File: config.mk
export PLATFORM = sky130hd
export DESIGN_NAME = main_fsm
export DESIGN_NICKNAME = d
export VERILOG_FILES = /design/src/rtl/main_fsm_pkg.sv /design/src/rtl/main_fsm_out_dec.sv /design/src/rtl/main_fsm.sv
export SDC_FILE = /design/constraint.sdc
export NUM_CORES = 1
export LEC_CHECK = 0
export BUFFER_PORTS_ARGS = -buffer_cell sky130_fd_sc_hd__buf_2
export CORE_MARGIN = 2
export CORE_UTILIZATION = 38
export DETAILED_ROUTE_END_ITERATION = 10
export GPL_ROUTABILITY_DRIVEN = 0
export HOLD_SLACK_MARGIN = 0.05
export PLACE_DENSITY = 0.74
export SLEW_MARGIN = 20
export SYNTH_ARGS = -nofsm -noshare
export SYNTH_HDL_FRONTEND = slang
export SYNTH_SLANG_ARGS = --single-unit
File: constraint.sdc
create_clock -name clk -period 1.3 [get_ports clk]
set_input_delay 0.325 -clock clk [delete_from_list [all_inputs] [get_ports clk]]
set_output_delay 0.325 -clock clk [all_outputs]
set_load 0.005 [all_outputs]
File: src/rtl/main_fsm_pkg.sv
// Shared types and constants for the multicycle main control FSM:
// state encoding, opcode values, mux selects and the decoded control word.
package main_fsm_pkg;

   typedef enum logic [3:0] {
      S_FETCH    = 4'd0,
      S_DECODE   = 4'd1,
      S_MEMADR   = 4'd2,
      S_MEMREAD  = 4'd3,
      S_MEMWB    = 4'd4,
      S_MEMWRITE = 4'd5,
      S_EXECUTER = 4'd6,
      S_EXECUTEI = 4'd7,
      S_ALUWB    = 4'd8,
      S_BRANCH   = 4'd9,
      S_JAL      = 4'd10
   } statetype_t;

   localparam logic [6:0] OP_LW     = 7'b0000011;
   localparam logic [6:0] OP_SW     = 7'b0100011;
   localparam logic [6:0] OP_R      = 7'b0110011;
   localparam logic [6:0] OP_I      = 7'b0010011;
   localparam logic [6:0] OP_BRANCH = 7'b1100011;
   localparam logic [6:0] OP_JAL    = 7'b1101111;

   localparam logic [2:0] F3_BNE = 3'b001;

   localparam logic [1:0] RES_ALUOUT    = 2'b00;
   localparam logic [1:0] RES_DATA      = 2'b01;
   localparam logic [1:0] RES_ALURESULT = 2'b10;

   localparam logic [1:0] SRCA_PC    = 2'b00;
   localparam logic [1:0] SRCA_OLDPC = 2'b01;
   localparam logic [1:0] SRCA_RS1   = 2'b10;

   localparam logic [1:0] SRCB_RS2  = 2'b00;
   localparam logic [1:0] SRCB_IMM  = 2'b01;
   localparam logic [1:0] SRCB_FOUR = 2'b10;

   localparam logic [1:0] ALUOP_ADD   = 2'b00;
   localparam logic [1:0] ALUOP_SUB   = 2'b01;
   localparam logic [1:0] ALUOP_FUNCT = 2'b10;

   typedef struct packed {
      logic       irwrite;
      logic       pcupdate;
      logic       branch;
      logic       adrsrc;
      logic       memwrite;
      logic       regwrite;
      logic [1:0] resultsrc;
      logic [1:0] alusrca;
      logic [1:0] alusrcb;
      logic [1:0] aluop;
   } ctrl_t;

endpackage

File: src/rtl/main_fsm_out_dec.sv
// Moore output decoder: maps the current state to the datapath control word.
// Unused state encodings decode to an all-zero word.
module main_fsm_out_dec
   import main_fsm_pkg::*;
(
   input  statetype_t state_i,
   output ctrl_t      ctrl_o
);

   always_comb begin
      ctrl_o = '0;
      case (state_i)
         S_FETCH: begin
            ctrl_o.adrsrc    = 1'b0;
            ctrl_o.irwrite   = 1'b1;
            ctrl_o.alusrca   = SRCA_PC;
            ctrl_o.alusrcb   = SRCB_FOUR;
            ctrl_o.aluop     = ALUOP_ADD;
            ctrl_o.resultsrc = RES_ALURESULT;
            ctrl_o.pcupdate  = 1'b1;
         end
         // Branch target is precomputed here from OldPC + imm.
         S_DECODE: begin
            ctrl_o.alusrca = SRCA_OLDPC;
            ctrl_o.alusrcb = SRCB_IMM;
            ctrl_o.aluop   = ALUOP_ADD;
         end
         S_MEMADR: begin
            ctrl_o.alusrca = SRCA_RS1;
            ctrl_o.alusrcb = SRCB_IMM;
            ctrl_o.aluop   = ALUOP_ADD;
         end
         S_MEMREAD: begin
            ctrl_o.resultsrc = RES_ALUOUT;
            ctrl_o.adrsrc    = 1'b1;
         end
         S_MEMWB: begin
            ctrl_o.resultsrc = RES_DATA;
            ctrl_o.regwrite  = 1'b1;
         end
         S_MEMWRITE: begin
            ctrl_o.resultsrc = RES_ALUOUT;
            ctrl_o.adrsrc    = 1'b1;
            ctrl_o.memwrite  = 1'b1;
         end
         S_EXECUTER: begin
            ctrl_o.alusrca = SRCA_RS1;
            ctrl_o.alusrcb = SRCB_RS2;
            ctrl_o.aluop   = ALUOP_FUNCT;
         end
         S_EXECUTEI: begin
            ctrl_o.alusrca = SRCA_RS1;
            ctrl_o.alusrcb = SRCB_IMM;
            ctrl_o.aluop   = ALUOP_FUNCT;
         end
         S_ALUWB: begin
            ctrl_o.resultsrc = RES_ALUOUT;
            ctrl_o.regwrite  = 1'b1;
         end
         S_BRANCH: begin
            ctrl_o.alusrca   = SRCA_RS1;
            ctrl_o.alusrcb   = SRCB_RS2;
            ctrl_o.aluop     = ALUOP_SUB;
            ctrl_o.resultsrc = RES_ALUOUT;
            ctrl_o.branch    = 1'b1;
         end
         // Link address (OldPC + 4) goes to ALUOut; target was computed in DECODE.
         S_JAL: begin
            ctrl_o.alusrca   = SRCA_OLDPC;
            ctrl_o.alusrcb   = SRCB_FOUR;
            ctrl_o.aluop     = ALUOP_ADD;
            ctrl_o.resultsrc = RES_ALUOUT;
            ctrl_o.pcupdate  = 1'b1;
         end
         default: ctrl_o = '0;
      endcase
   end

endmodule

File: src/rtl/main_fsm.sv
// Multicycle RISC-V main control FSM: state register, next-state logic and
// branch-resolved PC write enable; per-state outputs come from main_fsm_out_dec.
module main_fsm
   import main_fsm_pkg::*;
#(
   parameter int BNE_EN = 1
)(
   input  logic       clk,
   input  logic       reset,
   input  logic [6:0] op,
   input  logic [2:0] funct3,
   input  logic       zero,
   output logic       IRWrite,
   output logic       PCWrite,
   output logic       AdrSrc,
   output logic       MemWrite,
   output logic       RegWrite,
   output logic [1:0] ResultSrc,
   output logic [1:0] ALUSrcA,
   output logic [1:0] ALUSrcB,
   output logic [1:0] ALUOp,
   output logic [3:0] state_o
);

   statetype_t state_q;
   statetype_t state_d;
   ctrl_t      ctrl;
   logic       take;

   always_ff @(posedge clk or posedge reset) begin
      if (reset) state_q <= S_FETCH;
      else       state_q <= state_d;
   end

   always_comb begin
      state_d = S_FETCH;
      case (state_q)
         S_FETCH:  state_d = S_DECODE;
         S_DECODE: begin
            case (op)
               OP_LW, OP_SW: state_d = S_MEMADR;
               OP_R:         state_d = S_EXECUTER;
               OP_I:         state_d = S_EXECUTEI;
               OP_BRANCH:    state_d = S_BRANCH;
               OP_JAL:       state_d = S_JAL;
               default:      state_d = S_FETCH;
            endcase
         end
         S_MEMADR:   state_d = (op == OP_LW) ? S_MEMREAD : S_MEMWRITE;
         S_MEMREAD:  state_d = S_MEMWB;
         S_EXECUTER: state_d = S_ALUWB;
         S_EXECUTEI: state_d = S_ALUWB;
         S_JAL:      state_d = S_ALUWB;
         default:    state_d = S_FETCH;
      endcase
   end

   main_fsm_out_dec u_out_dec (
      .state_i (state_q),
      .ctrl_o  (ctrl)
   );

   // bne inverts the sense of the zero flag; all other funct3 compare as beq.
   assign take = ((BNE_EN != 0) && (funct3 == F3_BNE)) ? ~zero : zero;

   // Strobes are masked while reset is held; the mux selects keep FETCH values.
   assign IRWrite   = ctrl.irwrite  & ~reset;
   assign PCWrite   = (ctrl.pcupdate | (ctrl.branch & take)) & ~reset;
   assign MemWrite  = ctrl.memwrite & ~reset;
   assign RegWrite  = ctrl.regwrite & ~reset;
   assign AdrSrc    = ctrl.adrsrc;
   assign ResultSrc = ctrl.resultsrc;
   assign ALUSrcA   = ctrl.alusrca;
   assign ALUSrcB   = ctrl.alusrcb;
   assign ALUOp     = ctrl.aluop;
   assign state_o   = state_q;

endmodule
### Yosys cells after proc, flatten, opt, wreduce, memory -nomap -nowiden

Index checks and enable logic that the tools add are counted.
Widths: inputs -> output; s select.

| operators by class | value |
|---|---|
| equal/unequal tests | 17 |
| muxes and demuxes | 12 |
| bitwise operators | 8 |
| reduce and logical (&&, ||, !) cells | 6 |

Operators with widths:

| cell | number |
|---|---|
| $pmux 6 s7 | 1 |
| $pmux 4 s5 | 2 |
| $eq 4x3->1 const B | 4 |
| $eq 7x6->1 const B | 2 |
| $eq 7x7->1 const B | 2 |
| $eq 4x4->1 const B | 3 |
| $eq 4x2->1 const B | 2 |
| $reduce_or 2->1 | 4 |
| $eq 7x2->1 const B | 1 |
| $eq 7x5->1 const B | 1 |
| $mux 1 | 7 |
| $and 1x1->1 | 5 |
| $eq 4x1->1 const B | 1 |
| $logic_not 4->1 | 1 |
| $pmux 2 s2 | 1 |
| $eq 3x1->1 const B | 1 |
| $mux 3 | 1 |
| $reduce_or 3->1 | 1 |
| $not 1->1 | 2 |
| $or 1x1->1 | 1 |

| word-level totals | value |
|---|---|
| bits in registers | 4 |
| input bits | 13 |
| output and inout port bits | 17 |
| logic and storage cells | 44 |

### Logic depth before layout (Yosys ltp)

| depth | value |
|---|---|
| word-level depth | 5 |
| mapped depth | 4 |
| depth with buffers taken out | 3 |

### By module

Synthesis repeated with hierarchy kept, for this count alone.

| second synthesis, totals | value |
|---|---|
| cells, all modules | 64 |
| area, all modules | 519.2 um^2 |

Modules (own cells, without submodules):

| module | instances | cells an instance | area each (um^2) | seq. area each (um^2) |
|---|---|---|---|---|
| main_fsm | 1 | 36 | 319.1 | 100.1 |
| main_fsm_out_dec | 1 | 28 | 200.2 | 0.0 |

### Worst setup path before layout

Ideal clock, no wire load.

| timing path | value |
|---|---|
| path kind | flip-flop to output port |
| start | register state_q[3], in the netlist state_o[3] |
| end | output IRWrite |
| data arrival time | 1.105 ns |
| data required time | 0.975 ns |
| path slack | -0.130 ns |
| cell stages (with the launch flop) | 4 |
| buffers on the path | 1 |
| cell sequence | dfrtp_1 > buf_6 > nor4_1 > and2_1 |

| on the way | value |
|---|---|
| cells in the longest elaborated chain, start to end | 3 |

RTL lines:

| element | line | source |
|---|---|---|
| start: declaration | main_fsm.sv:25 | `statetype_t state_q;` |
| start signal: assignment | main_fsm.sv:32 | `else state_q <= state_d;` |
| $logic_not 4->1 | main_fsm_out_dec.sv:12 | `case (state_i)` |
| $mux 1 | main_fsm_out_dec.sv:12 |  |
| $and 1x1->1 | main_fsm.sv:67 | `assign IRWrite = ctrl.irwrite & ~reset;` |
| end: declaration | main_fsm.sv:13 | `output logic IRWrite,` |

No other way between the ends.

### Worst setup path after layout

| timing path | value |
|---|---|
| start | register state_q[1], in the netlist state_o[1] |
| end | output PCWrite |

| on the way | value |
|---|---|
| cells in the longest elaborated chain, start to end | 5 |
| elaborated cells between the ends (all ways) | 9 |
| those cells by class | eq/ne (2); mux (2); bitwise (3); reduce/logical (2) |

RTL lines:

| element | line | source |
|---|---|---|
| $eq 4x4->1 or $logic_not 4->1 (tied branches) | main_fsm_out_dec.sv:12 |  |
| $reduce_or 2->1 (no source line) or $mux 1 (tied branches) | n/a |  |
| $mux 1 or $and 1x1->1 (tied branches) | main_fsm_out_dec.sv:12, main_fsm.sv:68 |  |
| $or 1x1->1 * | main_fsm.sv:68 | `assign PCWrite = (ctrl.pcupdate \| (ctrl.branch & take)) & ~reset;` |
| $and 1x1->1 * | main_fsm.sv:68 |  |
| end: declaration | main_fsm.sv:14 | `output logic PCWrite,` |

Every way passes the cells marked *; elsewhere a longest branch is shown, timed or not.

==> results.txt <==
----------------------------------------------------
[Outcome]
  Result of the run ... finished with violations
  Failing checks ... setup timing

[Clock network]
  Clock tree from TritonCTS ... done
  Cts-stage hold buffer count ... 0
  Clock root cell ... sky130_fd_sc_hd__clkbuf_4
  Post-CTS clock slew at the launch and capture registers of the worst setup and hold paths ... 50 ps
  Number of sinks handled by clock tree synthesis ... 4
  CTS H-tree lvls ... 1
  CTS buffer count ... 3
  Clock latency on the worst-skew pair ... 250 ps
  Maximum clock insertion buffer count ... 2

[Floorplanning]
  Height of the die ... slightly above 40 um
  Starting Density ... between 40% and 50%
  Floorplan core area ... 1280 um^2
  Number of top-level pins ... 30
  Full die area ... 1680 um^2
  Core Rows ... 13
  X dimension of the die ... slightly above 40 um

[Logic synthesis]
  Net count after synthesis ... 77
  Synth top area share ... 19.2%
  Post-synthesis cell type count ... 29
  Register bit total from synthesis ... 4
  Library cell with the highest instance count after synthesis ... sky130_fd_sc_hd__nor2_1
  Largest cells by area after synthesis ... sky130_fd_sc_hd__dfrtp_1, sky130_fd_sc_hd__buf_6, sky130_fd_sc_hd__a2111oi_2
  Mean cell area of the mapped netlist ... 8.13 um^2
  FFs w/ async S/R, synth ... 100%
  Syn Std Cell Area ... 520 um^2
  Number of synthesized flops with an enable pin ... 0
  Number of warning messages in the yosys log ... 0
  Number of cells produced by synthesis ... 64
  Portion of the post-synthesis area used by sequential elements ... 19.2%
  Most area-hungry cell type in the Yosys netlist ... sky130_fd_sc_hd__dfrtp_1
  Most used flip-flop cell after synthesis ... sky130_fd_sc_hd__dfrtp_1
  Most numerous cell types in the synthesized netlist ... sky130_fd_sc_hd__nor2_1, sky130_fd_sc_hd__nor3_1, sky130_fd_sc_hd__buf_6, sky130_fd_sc_hd__dfrtp_1

[GRT]
  Maximum number of pins on one net before global-route repair ... 13
  Vias in the first global route ... ~650
  Aggregate global routing overflow ... 0
  Antenna violations before repair ... 0
  First-pass GRT wire length ... 2.77 mm
  Aggregate global-route resource usage ... 26.2%

[Timing]
  Period utilisation layout ... 142%
  Worst Hold Slack ... 138 ps
  Post-layout minimum cycle time ... 1850 ps
  Setup Viol. Count Final ... 17
  Worst slew slack as a fraction of its limit ... 81.4%
  Final critical-path setup slack ... -549 ps
  Setup repair after global routing missed its margin ... true
  Final worst clock skew ... 13.9 ps
  Number of max-slew violations in the final report ... 0
  Final Hold Vio Count ... 0
  Tightest Pin Transition ... 279 ps
  Fmax ... between 0.5 and 0.6 GHz

[Pwr]
  Sum of internal, switching and leakage power ... 1.27 mW
  Peak supply drop ... 0.786 mV
  Static Leakage ... 0.536 nW
  Power density of the placed cells ... 1150 nW/um^2

[Routing]
  Total Routed Length ... 2.37 mm
  Antenna-violating nets left ... 0
  Vias per cell ... around 5.6
  Via count ... 783
  Routed WL per cell ... about 17 um
  Number of DRC markers after the initial detailed-route iteration ... 19
  Post-detailed-route DRC marker count ... 0
  First-pass iteration count of the detailed router ... 4

[Layout]
  Largest register FFs ... 4
  Share of the core filled with cells ... 85.8%
  Antenna cells ... 0
  Share of cells above drive strength 1 ... 69.6%
  Final-stage net count ... around 140
  Layout fillers ... 73
  Final instance count without filler cells ... 140
  Area growth from synthesis to layout ... 112%

[Flow run]
  Count of maximum capacitance violations ... 0

[Setup path]
  Critical-path maximum fanout ... 4
  Register-to-register setup slack ... -280 ps
  Startpoint-to-endpoint class of the critical path ... flip-flop to output port
  Critical Path Start Type ... flip-flop
  Data required time at the worst endpoint ... just under 1000 ps
  Worst EP arrival ... 1520 ps
  Endpoint kind of the worst setup timing path ... output port

[Placed design]
  Post-placement cell count ... 126
  Setup WS pre-CTS ... -325 ps
  Quantity of I/O buffers inserted on ports ... 29
  Hpwl dp ... 1.25 mm

[Worst hold path]
  Worst hold-check path type ... primary input to async pin

----------------------------------------------------
==> path summary, 6_finish.rpt <==
path	from	depth (start not counted)	to
worst max-delay path	state_o[1]$_DFF_PP0_	5	PCWrite
worst min-delay path	reset	3	state_o[3]$_DFF_PP0_
worst max register to register	state_o[1]$_DFF_PP0_	6	state_o[2]$_DFF_PP0_
worst min register to register	state_o[0]$_DFF_PP0_	2	state_o[0]$_DFF_PP0_
max in group asynchronous	reset	3	state_o[0]$_DFF_PP0_
min in group clk	op[0]	3	state_o[1]$_DFF_PP0_
==> layout make-up <==
| cell class | instances | area (um^2) | share of cell area, % |
|---|---|---|---|
| clock buffers | 4 | 26.3 | 2.38 |
| inverters | 3 | 13.8 | 1.25 |
| multi-input cells | 53 | 483 | 43.8 |
| flip-flops and latches | 4 | 103 | 9.31 |
| well taps | 15 | 18.8 | 1.70 |
| repair buffers | 61 | 458 | 41.5 |
==> critical path: stages, from the launching register on <==
cell and delay, ps:
sky130_fd_sc_hd__dfrtp_1 440, sky130_fd_sc_hd__buf_6 130, sky130_fd_sc_hd__and2b_1 150, sky130_fd_sc_hd__nor2b_1 70, sky130_fd_sc_hd__a2111oi_2 340, sky130_fd_sc_hd__buf_2 160
==> kinds of logic after synthesis <==
family                    Yosys count  share of synthesized area, %
DFF                                 4                          19.2
buffers and inverters               7                          10.8
and+or+nand+nor                    34                          39.2
muxes                               1                          1.92
AOI/OAI and AO/OA                  15                          23.8
xor gates and xnor gates            3                          5.05
==> power by group <==
group / internal, mW / total [mW] / switching (mW)
logic: 0.503 / 0.909 / 0.406
clock network: 0.116 / 0.178 / 0.0626
registers: 0.145 / 0.182 / 0.0367
==> cell usage in the layout, fill, tap and decap left out, drive strengths merged <==
master / count
buf: 61
nor2: 7
nor3: 6
clkbuf: 4
dfrtp: 4
and3b: 3
nand4: 3
nand2: 3
nand2b: 3
inv: 3
nor3b: 3
a2111oi: 3
nor2b: 3
o22ai: 2
xnor2: 2
a22oi: 2
a21oi: 2
nor4: 1
and2b: 1
a211oi: 1
a31oi: 1
xor2: 1
o211ai: 1
a21boi: 1
a41o: 1
a41oi: 1
and2: 1
mux2i: 1
==> metrics by stage <==
stage                     setup TNS (ps)  area (um^2)
after floorplan                     -213          569
after global placement             -1470          853
after detailed placement           -1790          853
after CTS                          -4820         1010
after global routing               -7320         1100
final                              -6040         1100
==> layer usage <==
layer,share of wire [%],GRT usage [%],vias up,wire [um]
met2,54,51.2,42,1270
met4,4.4,16.7,0,104
li1,-,-,367,-
met3,5.7,4.35,10,135
met1,36,24.3,364,854
met5,0,0,-,0
==> repair_timing <==
action                                  4_1_cts  5_1_grt
endpoints found under the setup margin       16       19
resized for setup                            25       12
hold endpoints to repair                      0        0
setup buffers                                 5        7
pin swaps                                     8        7
No activity file was read; power rests on OpenSTA's default activity.
